File: src/rtl/vram_scroll_arbiter_if.sv
// Single-port video-RAM bus: address, write data, write enable, and read data
// that is valid one cycle after a read address is presented.
interface vram_scroll_arbiter_if #(
  parameter int AW = 11,
  parameter int DW = 16
);
  logic [AW-1:0] addr;
  logic [DW-1:0] wdata;
  logic          we;
  logic [DW-1:0] rdata;

  modport master (output addr, output wdata, output we, input rdata);
  modport slave  (input addr, input wdata, input we, output rdata);
endinterface

File: src/rtl/vram_scroll_arbiter.sv
// Passes editor accesses through to the video RAM when idle; otherwise owns the
// RAM and runs a full-screen clear or a one-row scroll-up.
module vram_scroll_arbiter #(
  parameter int COLS = 40,
  parameter int ROWS = 28,
  parameter int AW   = 11,
  parameter int DW   = 16
) (
  input  logic                  sys_clk,
  input  logic                  reset,
  vram_scroll_arbiter_if.slave  client,
  vram_scroll_arbiter_if.master ram,
  input  logic                  scroll_req,
  input  logic                  clear_req,
  input  logic [DW-1:0]         fill_word,
  output logic                  busy,
  output logic                  done,
  output logic [2:0]            state_dbg
);

  // Job handshake: clear_req/scroll_req are single-cycle pulses honoured only in
  // IDLE (clear wins a tie); busy covers every RAM-owning cycle and done pulses
  // once in the cycle after the final write. Requests seen otherwise are dropped.
  typedef enum logic [2:0] {
    IDLE    = 3'd0,
    CLR     = 3'd1,
    SC_RD   = 3'd2,
    SC_WR   = 3'd3,
    SC_LAST = 3'd4,
    FIN     = 3'd5
  } state_t;

  localparam logic [AW-1:0] CELL_LAST   = AW'(COLS*ROWS - 1);
  localparam logic [AW-1:0] COPY_LAST   = AW'(COLS*(ROWS-1) - 1);
  localparam logic [AW-1:0] BOTTOM_ROW  = AW'(COLS*(ROWS-1));
  localparam logic [AW-1:0] ROW_STRIDE  = AW'(COLS);
  localparam logic [DW-1:0] CURSOR_MASK = ~(DW'(1) << 14);

  state_t        state, state_nx;
  logic [AW-1:0] idx, idx_nx;

  always_ff @(posedge sys_clk) begin
    if (reset) begin
      state <= IDLE;
      idx   <= '0;
    end else begin
      state <= state_nx;
      idx   <= idx_nx;
    end
  end

  always_comb begin
    state_nx  = state;
    idx_nx    = idx;
    ram.addr  = client.addr;
    ram.wdata = client.wdata;
    ram.we    = client.we;
    busy      = 1'b0;
    done      = 1'b0;

    case (state)
      IDLE: begin
        if (clear_req) begin
          state_nx = CLR;
          idx_nx   = '0;
        end else if (scroll_req) begin
          state_nx = SC_RD;
          idx_nx   = '0;
        end
      end

      CLR, SC_LAST: begin
        busy      = 1'b1;
        ram.addr  = idx;
        ram.wdata = fill_word;
        ram.we    = 1'b1;
        if (idx == CELL_LAST) begin
          state_nx = FIN;
        end else begin
          idx_nx = idx + 1'b1;
        end
      end

      SC_RD: begin
        busy      = 1'b1;
        ram.addr  = idx + ROW_STRIDE;
        ram.wdata = fill_word;
        ram.we    = 1'b0;
        state_nx  = SC_WR;
      end

      SC_WR: begin
        // The cursor stays only where the editor puts it, never on the copy.
        busy      = 1'b1;
        ram.addr  = idx;
        ram.wdata = ram.rdata & CURSOR_MASK;
        ram.we    = 1'b1;
        if (idx == COPY_LAST) begin
          idx_nx   = BOTTOM_ROW;
          state_nx = SC_LAST;
        end else begin
          idx_nx   = idx + 1'b1;
          state_nx = SC_RD;
        end
      end

      FIN: begin
        done      = 1'b1;
        ram.addr  = idx;
        ram.wdata = fill_word;
        ram.we    = 1'b0;
        state_nx  = IDLE;
      end

      default: begin
        state_nx = IDLE;
        idx_nx   = '0;
      end
    endcase

    if (reset) begin
      ram.we = 1'b0;
    end
  end

  assign client.rdata = ram.rdata;
  assign state_dbg    = state;

endmodule

File: src/flat_wrapper.sv
// flat-port wrapper written by rule: the top's interface ports become plain ports
module vram_scroll_arbiter_flat 
#(
  parameter int COLS = 40,
  parameter int ROWS = 28,
  parameter int AW   = 11,
  parameter int DW   = 16
)
  (sys_clk, reset, scroll_req, clear_req, fill_word, busy, done, state_dbg, client_addr, client_wdata, client_we, client_rdata, ram_addr, ram_wdata, ram_we, ram_rdata);
  vram_scroll_arbiter_if #(.AW(AW), .DW(DW)) client_i ();
  vram_scroll_arbiter_if #(.AW(AW), .DW(DW)) ram_i ();
  input  logic sys_clk;
  input  logic reset;
  input  logic scroll_req;
  input  logic clear_req;
  input  logic [DW-1:0] fill_word;
  output logic busy;
  output logic done;
  output logic [2:0] state_dbg;
  input wire logic [$bits(client_i.addr)-1:0] client_addr;
  input wire logic [$bits(client_i.wdata)-1:0] client_wdata;
  input wire logic [$bits(client_i.we)-1:0] client_we;
  output wire logic [$bits(client_i.rdata)-1:0] client_rdata;
  output wire logic [$bits(ram_i.addr)-1:0] ram_addr;
  output wire logic [$bits(ram_i.wdata)-1:0] ram_wdata;
  output wire logic [$bits(ram_i.we)-1:0] ram_we;
  input wire logic [$bits(ram_i.rdata)-1:0] ram_rdata;
  assign client_i.addr = client_addr;
  assign client_i.wdata = client_wdata;
  assign client_i.we = client_we;
  assign client_rdata = client_i.rdata;
  assign ram_addr = ram_i.addr;
  assign ram_wdata = ram_i.wdata;
  assign ram_we = ram_i.we;
  assign ram_i.rdata = ram_rdata;
  vram_scroll_arbiter #(.COLS(COLS), .ROWS(ROWS), .AW(AW), .DW(DW)) u_core (.sys_clk(sys_clk), .reset(reset), .client(client_i), .ram(ram_i), .scroll_req(scroll_req), .clear_req(clear_req), .fill_word(fill_word), .busy(busy), .done(done), .state_dbg(state_dbg));
endmodule
File: config.mk
export PLATFORM = sky130hd
export DESIGN_NAME = vram_scroll_arbiter_flat
export DESIGN_NICKNAME = d
export VERILOG_FILES = /design/src/rtl/vram_scroll_arbiter_if.sv /design/src/rtl/vram_scroll_arbiter.sv /design/src/flat_wrapper.sv
export SDC_FILE = /design/constraint.sdc
export NUM_CORES = 1
export LEC_CHECK = 0
export CAP_MARGIN = 20
export CORE_MARGIN = 10
export CORE_UTILIZATION = 41
export DETAILED_ROUTE_END_ITERATION = 8
export GPL_ROUTABILITY_DRIVEN = 0
export MAX_ROUTING_LAYER = met4
export PLACE_DENSITY = 0.82
export SYNTH_ARGS = -nofsm -noshare
export SYNTH_HDL_FRONTEND = slang
export SYNTH_SLANG_ARGS = --single-unit
File: constraint.sdc
create_clock -name sys_clk -period 2.5 [get_ports sys_clk]
set_clock_uncertainty 0.05 [all_clocks]
set_input_delay 0.75 -clock sys_clk [delete_from_list [all_inputs] [get_ports sys_clk]]
set_output_delay 0.75 -clock sys_clk [all_outputs]
set_load 0.05 [all_outputs]
==> impl_metrics.env, run 1 <==
export IMPL_start_util=0.431
export IMPL_synth_distinct_cells=53
export IMPL_stop_stage="global routing"
export IMPL_die_w_microns=93.9
export IMPL_clockBufferDepth=2
export IMPL_ctsHoldBuffers=0
export IMPL_avgSynthCellArea_sq_um=7.11
export IMPL_worstEpCategory="top-level output"
export IMPL_synth_seq_cells=14
export IMPL_dp_hpwl_microns=7960
export IMPL_grt_max_degree=43
export IMPL_h_tree_depth=1
export IMPL_grt_repair_worst_endpoint="ram_wdata[7]"
export IMPL_synthesis_nets=381
export IMPL_synth_cells=315
export IMPL_cts_root_buf="clkbuf_8"
export IMPL_grt_use_total=0.705
export IMPL_ys_warn_count=0
export IMPL_synth_edff_count=0
export IMPL_cts_sinks=14
export IMPL_die_h_microns=93.9
export IMPL_num_rows=26
export IMPL_ys_seq_area_frac=0.125
export IMPL_cts_buffers=3
export IMPL_netlist_area_sq_um=2240
export IMPL_synth_ff_type="dfxtp_1"
export IMPL_status="aborted with a tool error"
export IMPL_portBuffers=110
export IMPL_antenna_found_initial=1
export IMPL_ios=113
export IMPL_dp_cells=495
export IMPL_async_reset_ff_frac=0
export IMPL_dpl_cell_area_sq_um=4440
export IMPL_overflow=162
export IMPL_stop_error="[ERROR GRT-0232] Routing congestion too high. Check the congestion heatmap in the GUI."
cell usage after synthesis (all sizes together), types with 2 or more instances:
master | number | area share
nand3 | 11 | 0.025
buf | 30 | 0.087
and3 | 5 | 0.014
nand2 | 21 | 0.035
a21o | 3 | 0.010
a31oi | 5 | 0.014
a221oi | 15 | 0.059
mux2 | 8 | 0.040
a211oi | 18 | 0.060
nor3b | 2 | 0.0089
mux2i | 22 | 0.098
nor4 | 2 | 0.0084
o21ai | 13 | 0.029
clkbuf | 18 | 0.032
and4 | 3 | 0.012
o211ai | 2 | 0.0067
nand4b | 2 | 0.0078
and2 | 3 | 0.0095
ha | 2 | 0.011
dfxtp | 14 | 0.13
a21oi | 26 | 0.060
a41oi | 2 | 0.0078
inv | 2 | 0.0034
nand2b | 8 | 0.022
or2 | 2 | 0.0056
nor3 | 5 | 0.011
nor2 | 22 | 0.044
o22ai | 20 | 0.056
nor2b | 16 | 0.045
metal layers:
layer,GRT overflow,track usage
met5,-,-
met4,69,0.781
met3,2,0.550
met2,91,0.847
met1,0,0.653
stage by stage:
step / TNS, ps / setup slack, ps / hold WS (ps) / utilization
CTS: -126 / -83.4 / 455 / 0.908
global placement: -4930 / -341 / 425 / 0.852
floorplan: -748 / -74.5 / 405 / -
detailed placement: -6120 / -435 / 447 / 0.852
what timing repair did:
action	4_1_cts
buffers inserted	2
endpoints found under the setup margin	28
pin swaps	33
cloned	1
gates resized for setup	145
kinds of logic after synthesis:
logic type | count (synthesis) | synth area share
compound gates | 110 | 0.325
xor+xnor | 1 | 0.00391
fa+ha+maj | 2 | 0.0112
buf+inv | 50 | 0.123
flops | 14 | 0.125
mux | 30 | 0.138
simple gates | 108 | 0.274
==> run 2: changes to the inputs <==
--- a/config.mk
+++ b/config.mk
@@ -7,11 +7,10 @@
 export LEC_CHECK = 0
 export CAP_MARGIN = 20
 export CORE_MARGIN = 10
-export CORE_UTILIZATION = 41
+export CORE_UTILIZATION = 40
 export DETAILED_ROUTE_END_ITERATION = 8
 export GPL_ROUTABILITY_DRIVEN = 0
-export MAX_ROUTING_LAYER = met4
-export PLACE_DENSITY = 0.82
+export PLACE_DENSITY_LB_ADDON = 0.15
 export SYNTH_ARGS = -nofsm -noshare
 export SYNTH_HDL_FRONTEND = slang
 export SYNTH_SLANG_ARGS = --single-unit
==> run 2 against run 1 <==
Against the previous run:
- synthesized area is the same
- synthesized cell count is the same
- the flow now finishes, with violations (setup timing)
==> impl_metrics.env, run 2 <==
export IMPL_ys_warn_count=0
export IMPL_drt_wl_total_microns=12000
export IMPL_crit_type="reg2out"
export IMPL_status="finished, violations left"
export IMPL_synth_cells=315
export IMPL_grt_use_total=0.225
export IMPL_path_max_fanout=28
export IMPL_synth_top_cell_by_area="dfxtp_1"
export IMPL_finalCriticalPeriod_ps=2590
export IMPL_netSwitchingFraction=0.464
export IMPL_clock_latency_ps=260
export IMPL_grt_max_degree=43
export IMPL_clockBufferDepth=2
export IMPL_avgSynthCellArea_sq_um=7.11
export IMPL_via_count=3216
export IMPL_dp_hpwl_microns=7630
export IMPL_num_rows=27
export IMPL_final_nets=497
export IMPL_critical_path_required_ps=1700
export IMPL_core_sq_um=5470
export IMPL_synth_ff_type="dfxtp_1"
export IMPL_synth_edff_count=0
export IMPL_async_reset_ff_frac=0
export IMPL_avgViaCountPerCell=6.39
export IMPL_hold_depth=2
export IMPL_power_leakage_nw=1.93
export IMPL_holdPathEnd="u_core.idx[1]$_SDFFE_PP0P_"
export IMPL_maxCapViolCount=0
export IMPL_cts_sinks=14
export IMPL_cts_root_buf="clkbuf_8"
export IMPL_rsz0062_at_grt="yes"
export IMPL_rr_startpoint="u_core.idx[0]$_SDFFE_PP0P_"
export IMPL_layout_commonest_cell="buf_12"
export IMPL_ff2ff_setup_slack_ps=490
export IMPL_synthTopCellsByCount="25 x a21oi_1, 22 x mux2i_1, 21 x nand2_1, 21 x nor2_1, 20 x o22ai_1"
export IMPL_ant_nets=0
export IMPL_slew_headroom=0.687
export IMPL_drive_above_1_share=0.521
export IMPL_yosysMostFrequentCell="a21oi_1"
export IMPL_r2r_end="u_core.idx[10]$_SDFFE_PP0P_"
export IMPL_timing_fmax_mhz=386
export IMPL_worst_slew_pin_slew_ps=467
export IMPL_critPathLaunchType="flop"
export IMPL_die_h_microns=94.9
export IMPL_combPwrFrac=0.764
export IMPL_reg2reg_depth=6
export IMPL_min_delay_start="u_core.idx[1]$_SDFFE_PP0P_"
export IMPL_yosys_area_top_type_share=0.125
export IMPL_setup_viol=9
export IMPL_powerDensity_nw_per_um2=391
export IMPL_antenna_found_initial=0
export IMPL_final_cell_mix="51 x buf_12, 38 x buf_4, 34 x dlygate4sd2_1, 23 x a21oi_1, 21 x nand2_1"
export IMPL_max_vdd_ir_drop_v=0.000277
export IMPL_critPathCaptureType="primary output"
export IMPL_overflow=0
export IMPL_netlist_area_sq_um=2240
export IMPL_die_w_microns=94.9
export IMPL_fill_cells=240
export IMPL_power_internal_mw=1.01
export IMPL_cts_buffers=3
export IMPL_power_switching_mw=0.874
export IMPL_synthesis_nets=381
export IMPL_crit_arrival_ps=1790
export IMPL_ys_seq_area_frac=0.125
export IMPL_largest_register="u_core.idx"
export IMPL_grt_pass1_vias=3186
export IMPL_fp_dieArea_sq_um=9000
export IMPL_setup_ws_ps=-88.0
export IMPL_pwr_share_clk=0.111
export IMPL_post_route_util=0.880
export IMPL_drt_iter0_drc=282
export IMPL_ys_top_cells_by_area="dfxtp_1 13%, mux2i_1 9.8%, a211oi_1 6.0%, a221oi_1 5.9%, buf_4 5.7%"
export IMPL_violations="setup timing"
export IMPL_start_util=0.409
export IMPL_fin_total_pwr_mw=1.88
export IMPL_cts_tree="yes"
export IMPL_portBuffers=110
export IMPL_hold_path_class="reg2reg"
export IMPL_drc=0
export IMPL_p_seq_frac=0.126
export IMPL_grt_pass1_wl_microns=16400
export IMPL_dr_pass1_iters=5
export IMPL_synth_distinct_cells=53
export IMPL_clkTransAtPathRegs_ps=60
export IMPL_h_tree_depth=1
export IMPL_syn_to_final_growth_pct=115
export IMPL_ios=113
export IMPL_wire_per_inst_microns=23.8
export IMPL_hold_viol_final=0
export IMPL_slew_violations=0
export IMPL_synth_seq_cells=14
export IMPL_final_period_utilization=1.04
export IMPL_largest_register_ffs=11
## run 2: cell counts after synthesis
Identical to the previous run, type by type.
## run 2: worst max-delay path by stage
stage | endpoint | slack [ps] | cells past startpoint | start
detailed placement | ram_we | -370 | 7 | client_we
CTS | ram_wdata[5] | -110 | 4 | ram_rdata[5]
global route | ram_wdata[1] | -100 | 4 | u_core.state_dbg[1]$_SDFFE_PP0P_
finish | ram_wdata[1] | -90 | 4 | u_core.state_dbg[1]$_SDFFE_PP0P_
global placement | ram_we | -350 | 7 | client_we
floorplan | ram_we | -70 | 6 | u_core.state_dbg[1]$_SDFFE_PP0P_
## run 2: power groups by stage
| stage | sequential, mW | clock (mW) | combinational, mW |
|---|---|---|---|
| after floorplan | 0.247 | 0 | 0.721 |
| after CTS | 0.236 | 0.200 | 1.38 |
| after detailed placement | 0.248 | 0 | 1.35 |
| after global placement | 0.247 | 0 | 1.32 |
| final | 0.236 | 0.208 | 1.44 |
| after global routing | 0.237 | 0.212 | 1.49 |
## run 2: metal layers
metal  wire, microns  global-route usage  vias up  share of wire
met3            1090              0.0738       59          0.091
li1                -                   -     1415              -
met1            4140               0.229     1532           0.35
met2            6170               0.420      210           0.52
met5               0                   0        -              0
met4             551              0.0748        0          0.046
## run 2: kinds of logic after synthesis
group | synth area share
XOR/XNOR | 0.00391
AO/OA/AOI/OAI | 0.325
adder cells (fa/ha/maj) | 0.0112
AND/OR/NAND/NOR | 0.274
flip-flops | 0.125
buffers and inverters | 0.123
multiplexers | 0.138
## run 2: timing repair
action	4_1_cts	5_1_grt
gates cloned	0	1
gates resized for setup	127	59
hold buffers	0	0
hold endpoints to repair	0	0
pin swaps	30	13
endpoints found under the setup margin	28	26
setup buffers	2	3
## run 2: cell type report
cell class	instances	area [sq um]	area share
multi-input cells	251	2430	0.505
repair buffers	159	1940	0.403
flip-flops and latches	14	300	0.0624
well taps	72	90.1	0.0187
clock buffers	4	45.0	0.00935
inverters	2	7.51	0.00156
diodes	1	2.50	0.000520
## run 2: critical path, stage by stage, from the launching register on
cell,delay (ps)
dfxtp_4,500
buf_12,270
mux2i_1,180
a221oi_4,370
buf_12,180
## run 2: metrics by stage
stage | instance area, sq um | TNS [ps] | hold slack (ps) | std cells | worst slack (ps)
final | 4820 | -253 | 447 | 503 | -88.0
after global routing | 4810 | -584 | 466 | 502 | -99.2
after CTS | 4680 | -212 | 441 | 501 | -113
after detailed placement | 4460 | -5890 | 431 | 501 | -370
after global placement | 4460 | -4940 | 426 | 501 | -347
after floorplan | 2660 | -748 | 405 | 315 | -74.5
No activity file was read; power rests on OpenSTA's default activity.
